$ cat src/rtl/bird_physics.sv
// rtl/bird_physics.sv - bird vertical motion: gravity, flap impulse, ceiling/ground clamps, game state
module bird_physics #(
  parameter int SCREEN_HEIGHT = 480,
  parameter int BIRD_HEIGHT   = 20,
  parameter int BIRD_START_Y  = 230,
  parameter int GRAVITY       = 1,
  parameter int FLAP_IMPULSE  = 8,
  parameter int MAX_FALL_VEL  = 10
) (
  input  logic              clk,
  input  logic              reset,
  input  logic              frame_tick,
  input  logic              start_button,
  input  logic              flap_button,
  input  logic              collision_in,
  output logic [9:0]        bird_y,
  output logic signed [7:0] bird_vel,
  output logic [1:0]        bird_state,
  output logic              ground_hit
);

  typedef enum logic [1:0] {
    IDLE = 2'b00,
    FLY  = 2'b01,
    DEAD = 2'b10
  } state_t;

  localparam logic [9:0]        START_Y    = 10'(BIRD_START_Y);
  localparam logic [9:0]        GROUND_Y   = 10'(SCREEN_HEIGHT - BIRD_HEIGHT);
  localparam logic signed [10:0] GROUND_Y11 = 11'(SCREEN_HEIGHT - BIRD_HEIGHT);
  localparam logic signed [7:0] FLAP_VEL   = 8'(-FLAP_IMPULSE);
  localparam logic signed [8:0] GRAV9      = 9'(GRAVITY);
  localparam logic signed [8:0] MAX_VEL9   = 9'(MAX_FALL_VEL);

  state_t state, state_next;

  logic              flap_button_q;
  logic              flap_pending;
  logic              flap_edge;
  logic              flap_now;
  logic signed [10:0] y_sum;
  logic signed [8:0] vel_grav;
  logic signed [7:0] vel_fall;
  logic              hit_ceiling;
  logic              hit_ground;

  assign flap_edge   = flap_button & ~flap_button_q;
  // A flap edge arriving on the tick cycle itself counts for that tick
  assign flap_now    = flap_pending | flap_edge;
  assign y_sum       = $signed({1'b0, bird_y}) + $signed({{3{bird_vel[7]}}, bird_vel});
  assign hit_ceiling = y_sum < 11'sd0;
  assign hit_ground  = y_sum >= GROUND_Y11;
  assign vel_grav    = $signed({bird_vel[7], bird_vel}) + GRAV9;
  assign vel_fall    = (vel_grav > MAX_VEL9) ? MAX_VEL9[7:0] : vel_grav[7:0];
  assign bird_state  = state;

  always_comb begin
    state_next = state;
    case (state)
      IDLE: if (start_button) state_next = FLY;
      FLY: begin
        if (collision_in)
          state_next = DEAD;
        else if (frame_tick && !hit_ceiling && hit_ground)
          state_next = DEAD;
      end
      DEAD: if (start_button) state_next = IDLE;
      default: state_next = IDLE;
    endcase
  end

  always_ff @(posedge clk) begin
    if (reset) state <= IDLE;
    else       state <= state_next;
  end

  always_ff @(posedge clk) begin
    if (reset) begin
      bird_y        <= START_Y;
      bird_vel      <= '0;
      ground_hit    <= 1'b0;
      flap_pending  <= 1'b0;
      flap_button_q <= 1'b0;
    end else begin
      flap_button_q <= flap_button;
      case (state)
        IDLE: begin
          bird_y       <= START_Y;
          bird_vel     <= '0;
          ground_hit   <= 1'b0;
          flap_pending <= 1'b0;
        end
        FLY: begin
          // Pipe collision wins over a same-cycle tick: no motion update
          if (!collision_in) begin
            if (frame_tick) begin
              flap_pending <= 1'b0;
              if (hit_ceiling) begin
                bird_y   <= '0;
                bird_vel <= '0;
              end else if (hit_ground) begin
                bird_y     <= GROUND_Y;
                bird_vel   <= '0;
                ground_hit <= 1'b1;
              end else begin
                bird_y   <= y_sum[9:0];
                bird_vel <= flap_now ? FLAP_VEL : vel_fall;
              end
            end else if (flap_edge) begin
              flap_pending <= 1'b1;
            end
          end
        end
        DEAD: begin
          flap_pending <= 1'b0;
          if (start_button) begin
            bird_y     <= START_Y;
            bird_vel   <= '0;
            ground_hit <= 1'b0;
          end
        end
        default: flap_pending <= 1'b0;
      endcase
    end
  end

endmodule

$ cat config.mk
export PLATFORM = sky130hd
export DESIGN_NAME = bird_physics
export DESIGN_NICKNAME = d
export VERILOG_FILES = /design/src/rtl/bird_physics.sv
export SDC_FILE = /design/constraint.sdc
export NUM_CORES = 1
export LEC_CHECK = 0
export ABC_AREA = 0
export BUFFER_PORTS_ARGS = -buffer_cell sky130_fd_sc_hd__buf_2
export CAP_MARGIN = 0
export CORE_MARGIN = 2
export CORE_UTILIZATION = 50
export DETAILED_ROUTE_END_ITERATION = 7
export PLACE_DENSITY = 0.74
export SYNTH_ARGS = -nofsm -noshare
export SYNTH_HDL_FRONTEND = slang
export SYNTH_SLANG_ARGS = --single-unit
export TNS_END_PERCENT = 20
$ cat constraint.sdc
create_clock -name clk -period 2.8 [get_ports clk]
set_input_delay 0.14 -clock clk [delete_from_list [all_inputs] [get_ports clk]]
set_output_delay 0.14 -clock clk [all_outputs]
set_load 0.02 [all_outputs]
# [After elaboration in Yosys (flattened, before gate mapping)]
# Index checks and enable logic that the tools add are counted.
# Widths: inputs -> output; s select.
[classes] n_bitwise=5 reduce_logical=11 n_div=0 n_shift=0 order_cmp=3 n_mux=27 n_addsub=2 n_mul=0 eq_ne=9
[ops] operator="$mux 8" n=7
[ops] operator="$mux 10" n=5
[ops] operator="$pmux 10 s3" n=1
[ops] operator="$pmux 8 s3" n=1
[ops] operator="$ne 2x2->1 const B" n=6
[ops] operator="$add 11x8->11" n=1
[ops] operator="$ge 11x10->1 const B" n=1
[ops] operator="$lt 11x1->1 const B" n=1
[ops] operator="$add 8x2->9 const B" n=1
[ops] operator="$gt 9x5->1 const B" n=1
[ops] operator="$mux 2" n=4
[ops] operator="$mux 1" n=7
[ops] operator="$pmux 2 s3" n=1
[ops] operator="$reduce_and 6->1" n=1
[ops] operator="$reduce_and 4->1" n=1
[ops] operator="$ne 3x3->1 const B" n=1
[ops] operator="$not 1->1" n=3
[ops] operator="$pmux 1 s3" n=1
[ops] operator="$reduce_and 3->1" n=1
[ops] operator="$reduce_bool 3->1" n=1
[ops] operator="$eq 2x1->1 const B" n=1
[ops] operator="$eq 2x2->1 const B" n=1
[ops] operator="$logic_and 1x1->1" n=2
[ops] operator="$logic_not 2->1" n=1
[ops] operator="6 further kinds" n=6
[totals] register_bits=23 out_inout_bits=21 romBits=0 ram_bits=0 mem_count=0 word_cells=63 latch_bits=0 inputBits=6

# [Longest topological paths before layout]
[logic_depth] depth_word=9 mapped_depth=11 mapped_depth_nobuf=10

# [Worst setup path after synthesis]
# Ideal clock, no wire load.
[synth_timing] path_type="register -> register" start="register bird_vel[0]" end="register bird_vel[1]" setup_slack_ps=-60 path_stages_with_launch=12 arrival_time_ps=2773 setup_time_ps=87 path_buffers=1 t_required_ps=2713 synth_period_minus_slack_ps=2860 cell_sequence="dfxtp_1 > ha_1 > inv_1 > fa_1 > nand2b_1 > a21oi_1 > nor2_1 > o221ai_2 > and3_1 > buf_2 > nand2_1 > o31ai_1"
[synth_between] elab_chain_cells=9 word_cells_on_any_way=12 classes_between="2 x add/sub; 3 x order compare; 7 x mux"
[synth_lines] element="from (decl)" line="17" rtl="output logic signed [7:0] bird_vel,"
[synth_lines] element="from (signal assigned)" line="107" rtl="bird_vel <= flap_now ? FLAP_VEL : vel_fall;"
[synth_lines] element="$add 8x2->9" line="53" rtl="assign vel_grav = $signed({bird_vel[7], bird_vel}) + GRAV9;"
[synth_lines] element="$gt 9x5->1" line="54" rtl="assign vel_fall = (vel_grav > MAX_VEL9) ? MAX_VEL9[7:0] : vel_grav[7:0];"
[synth_lines] element="$mux 8" line="54"
[synth_lines] element="$mux 8" line="107"
[synth_lines] element="$mux 8" line="101" rtl="end else if (hit_ground) begin"
[synth_lines] element="$mux 8 (*)" line="98" rtl="if (hit_ceiling) begin"
[synth_lines] element="$mux 8 (*)" line="96" rtl="if (frame_tick) begin"
[synth_lines] element="$mux 8 (*)" line="95" rtl="if (!collision_in) begin"
[synth_lines] element="$pmux 8 s3 (*)" line="86" rtl="case (state)"
# Mark *: on every way between the ends. The rest lies on a longest branch, timed or not. The select of a mux whose other input is x is not followed.
# A chain may end at the register's enable or synchronous reset.

# [Worst setup path in the final report]
[layout_timing] start="register bird_y[1]" end="register state[1], in the netlist bird_state[1]"
[layout_between] elab_chain_cells=7 word_cells_on_any_way=8 classes_between="1 x add/sub; 2 x order compare; 1 x eq/ne; 4 x reduce/logical"
[layout_lines] element="from (decl)" line="16" rtl="output logic [9:0] bird_y,"
[layout_lines] element="from (signal assigned)" line="106" rtl="bird_y <= y_sum[9:0];"
[layout_lines] element="$add 11x8->11 (*)" line="50" rtl="assign y_sum = $signed({1'b0, bird_y}) + $signed({{3{bird_vel[7]}}, bird_vel});"
[layout_lines] element="$lt 11x1->1" line="51" rtl="assign hit_ceiling = y_sum < 11'sd0;"
[layout_lines] element="$logic_not 1->1" line="64" rtl="else if (frame_tick && !hit_ceiling && hit_ground)"
[layout_lines] element="$logic_and 1x1->1" line="64"
[layout_lines] element="$logic_and 1x1->1 (*)" line="64"
[layout_lines] element="$ne 3x3->1 (no line) (*)"
[layout_lines] element="$reduce_and 3->1 (no line) (*)"
[layout_lines] element="to (signal assigned)" line="74" rtl="else state <= state_next;"
[layout_lines] element="to (decl)" line="35" rtl="state_t state, state_next;"
# Mark *: on every way between the ends. The rest lies on a longest branch, timed or not.

==> results.sh <==
export IMPL_status="finished, final reports clean"
export IMPL_place_congestion=0.843
export IMPL_cts_buffers=3
export IMPL_grt_ovfl_total=0
export IMPL_critPathArrivalTime_ns=2.90
export IMPL_synth_edf_count=0
export IMPL_cp_start_kind="flop"
export IMPL_yosysUniqueCellTypes=57
export IMPL_die_h_um=64.7
export IMPL_ant_nets=0
export IMPL_clock_root_buffer="clkbuf_8"
export IMPL_worstSetupEndpointType="flop"
export IMPL_routed_wl_mm=4.93
export IMPL_fin_nets=282
export IMPL_cts_htree_levels=1
export IMPL_grt_usage_pct=23.5
export IMPL_p_per_area_mw_per_mm2=388
export IMPL_slew_headroom_pct=59.4
export IMPL_finClkSkew_ns=0.00896
export IMPL_hp_start="flap_button"
export IMPL_min_path_type="input pin to flop"
export IMPL_reg2reg_setup_slack_ns=0.07
export IMPL_viasPerCell=5.99
export IMPL_detail_route_first_pass_iterations=4
export IMPL_area_growth_pct=20.0
export IMPL_final_core_util_pct=61.2
export IMPL_grt_start_max_net_pins=20
export IMPL_ys_ff_latch=23
export IMPL_drt_iter0_drc=149
export IMPL_core_rowCount=22
export IMPL_grt_pass1_wl_mm=7.92
export IMPL_ys_top_cells_by_count="23 x dfxtp_1, 22 x nand2_1, 21 x nor2_1, 13 x a21oi_1"
export IMPL_slew_violations=0
export IMPL_start_util_pct=51.0
export IMPL_io_buffers=26
export IMPL_yosys_area_top_type="dfxtp_1"
export IMPL_clock_latency_ns=0.27
export IMPL_async_reset_ff_share_pct=0
export IMPL_critPathKind="flop to flop"
export IMPL_hold_end="flap_button_q"
export IMPL_tritoncts="yes"
export IMPL_hold_viol_final=0
export IMPL_drive_gt1_share_pct=24.0
export IMPL_synth_fp_nets=249
export IMPL_synth_flop_cell="dfxtp_1"
export IMPL_antenna_found_initial=0
export IMPL_cts_num_sinks=23
export IMPL_worstMarginPinSlew_ns=0.607
export IMPL_r2r_start="bird_y[1]"
export IMPL_whs_ns=0.115
export IMPL_r2r_cells=10
export IMPL_hold_path_depth=2
export IMPL_dpl_hpwl_mm=3.48
export IMPL_grt_pass1_vias=1596
export IMPL_yosysMostFrequentCell="dfxtp_1"
export IMPL_pin_count=27
export IMPL_clk_transition_reported_paths_ns=0.09
export IMPL_peakVddDrop_v=0.000341
export IMPL_synth_top_area_share_pct=25.0
export IMPL_setup_viol=0
export IMPL_fmax_mhz=366
export IMPL_ys_warn_count=0
export IMPL_num_vias=1858
export IMPL_syn_avg_cell_area_um2=8.00
export IMPL_core_mm2=0.00361
export IMPL_cts_buffer_depth=2
export IMPL_dieArea_mm2=0.00418
export IMPL_drcViolationCount=0
export IMPL_die_w_um=64.7
export IMPL_leakagePower_uw=0.000986
export IMPL_netlist_area_mm2=0.00184
export IMPL_ys_seq_area_share_pct=25.0
export IMPL_finalCritPeriodShare_pct=97.6
export IMPL_path_max_fanout=7
export IMPL_hold_buffers=0
export IMPL_synth_area_top_cells="dfxtp_1 25%, ha_1 8.2%, nand2_1 4.5%"
export IMPL_cp_required_ns=2.97
export IMPL_cap_violations=0
export IMPL_diodes=0
export IMPL_netlist_instances=230
export IMPL_post_route_min_period_ns=2.73
export IMPL_routedWlPerCell_um=15.9
export IMPL_rr_endpoint="bird_state[1]"
## metrics by stage
| stage | area, um2 | TNS (ns) | std cells | total power (uW) | setup slack, ns |
|---|---|---|---|---|---|
| finish | 2210 | 0 | 310 | 856 | 0.0668 |
| global route | 2210 | -0.0440 | 310 | 906 | -0.0256 |
| floorplan | 1840 | 0 | 230 | 549 | 0.0704 |
| detailed placement | 2070 | -0.156 | 303 | 619 | -0.0535 |
| global placement | 2070 | 0 | 303 | 616 | 0.0156 |
| CTS | 2150 | 0 | 308 | 837 | 0.0140 |
## cells in the final DEF (no fill, tap or decap), drive strengths merged, types with 3 or more instances in the layout
cell type   n
ha         12
a311oi      3
a21o        3
a32oi       5
o2111ai     4
nand2b      6
xor2        3
and3        4
buf        42
nor2b       4
xnor2       7
inv        12
a211oi      3
nor3b       3
a41oi       4
dfxtp      23
a21oi      13
mux2i       3
nor2       21
nand3       6
o21ai      12
a221o       3
and2        3
clkbuf      3
o31ai       5
nand2      22
## flip-flops by register name, indices dropped and copies added, names as in the netlist
signal,cells
bird_state,2
bird_vel,8
bird_y,10
flap_button_q,1
flap_pending,1
ground_hit,1
## report_power, final
group / total [uW] / switching (uW) / internal [uW]
clock: 211 / 112 / 99.3
sequential: 354 / 13.1 / 341
combinational: 291 / 175 / 116
total: 856 / 300 / 556
## worst max path at each step
| stage | from | end | cells past startpoint |
|---|---|---|---|
| floorplan | bird_y[0] | bird_vel[1] | 11 |
| global placement | bird_y[0] | bird_y[6] | 10 |
| detailed placement | bird_y[0] | bird_vel[7] | 11 |
| CTS | bird_y[0] | bird_vel[7] | 12 |
| global route | bird_y[1] | bird_state[1] | 10 |
| finish | bird_y[1] | bird_state[1] | 10 |
## logic make-up (layout without fill, tap and decap cells)
logic type / after synthesis / count (layout) / share of synthesized area, %
AOI/OAI and AO/OA: 74 / 75 / 31.6
xor gates and xnor gates: 10 / 10 / 4.76
DFF: 23 / 23 / 25.0
and+or+nand+nor: 80 / 80 / 21.8
buffers and inverters: 27 / 58 / 5.92
adders and majority gates: 13 / 13 / 9.25
muxes: 3 / 3 / 1.63
## cell type report
| type | count | area (um2) |
|---|---|---|
| multi-input combinational | 181 | 1340 |
| inverter | 12 | 45.0 |
| tap | 48 | 60.1 |
| clock inverter | 1 | 5.00 |
| clock buffer | 3 | 41.3 |
| sequential | 23 | 463 |
| fill | 338 | 1400 |
| timing repair buffer | 42 | 254 |
## layer usage
layer | vias to the layer above | routed length (um) | GRT usage [%]
li1 | 926 | - | -
met1 | 872 | 2340 | 34.2
met2 | 52 | 2320 | 37.2
met3 | 8 | 201 | 2.43
met4 | 0 | 72 | 5.59
met5 | - | 0 | 0
## worst max-delay path, cell delays in order, from the launching register on
cell and delay [ns]:
dfxtp_1 0.35, ha_1 0.36, a211oi_4 0.33, o31ai_2 0.10
buf_4 0.17, a311oi_2 0.35, xnor2_2 0.17, a41oi_4 0.31
buf_4 0.17, nor2_1 0.05, o31a_1 0.27
## repair_timing
action	in CTS	in global routing
endpoints found under the setup margin	7	14
gates cloned	1	0
gates resized for setup	3	10
pin swaps	1	2
hold endpoints to repair	0	0
buffers inserted	0	2
(Power assumes the default switching activity.)
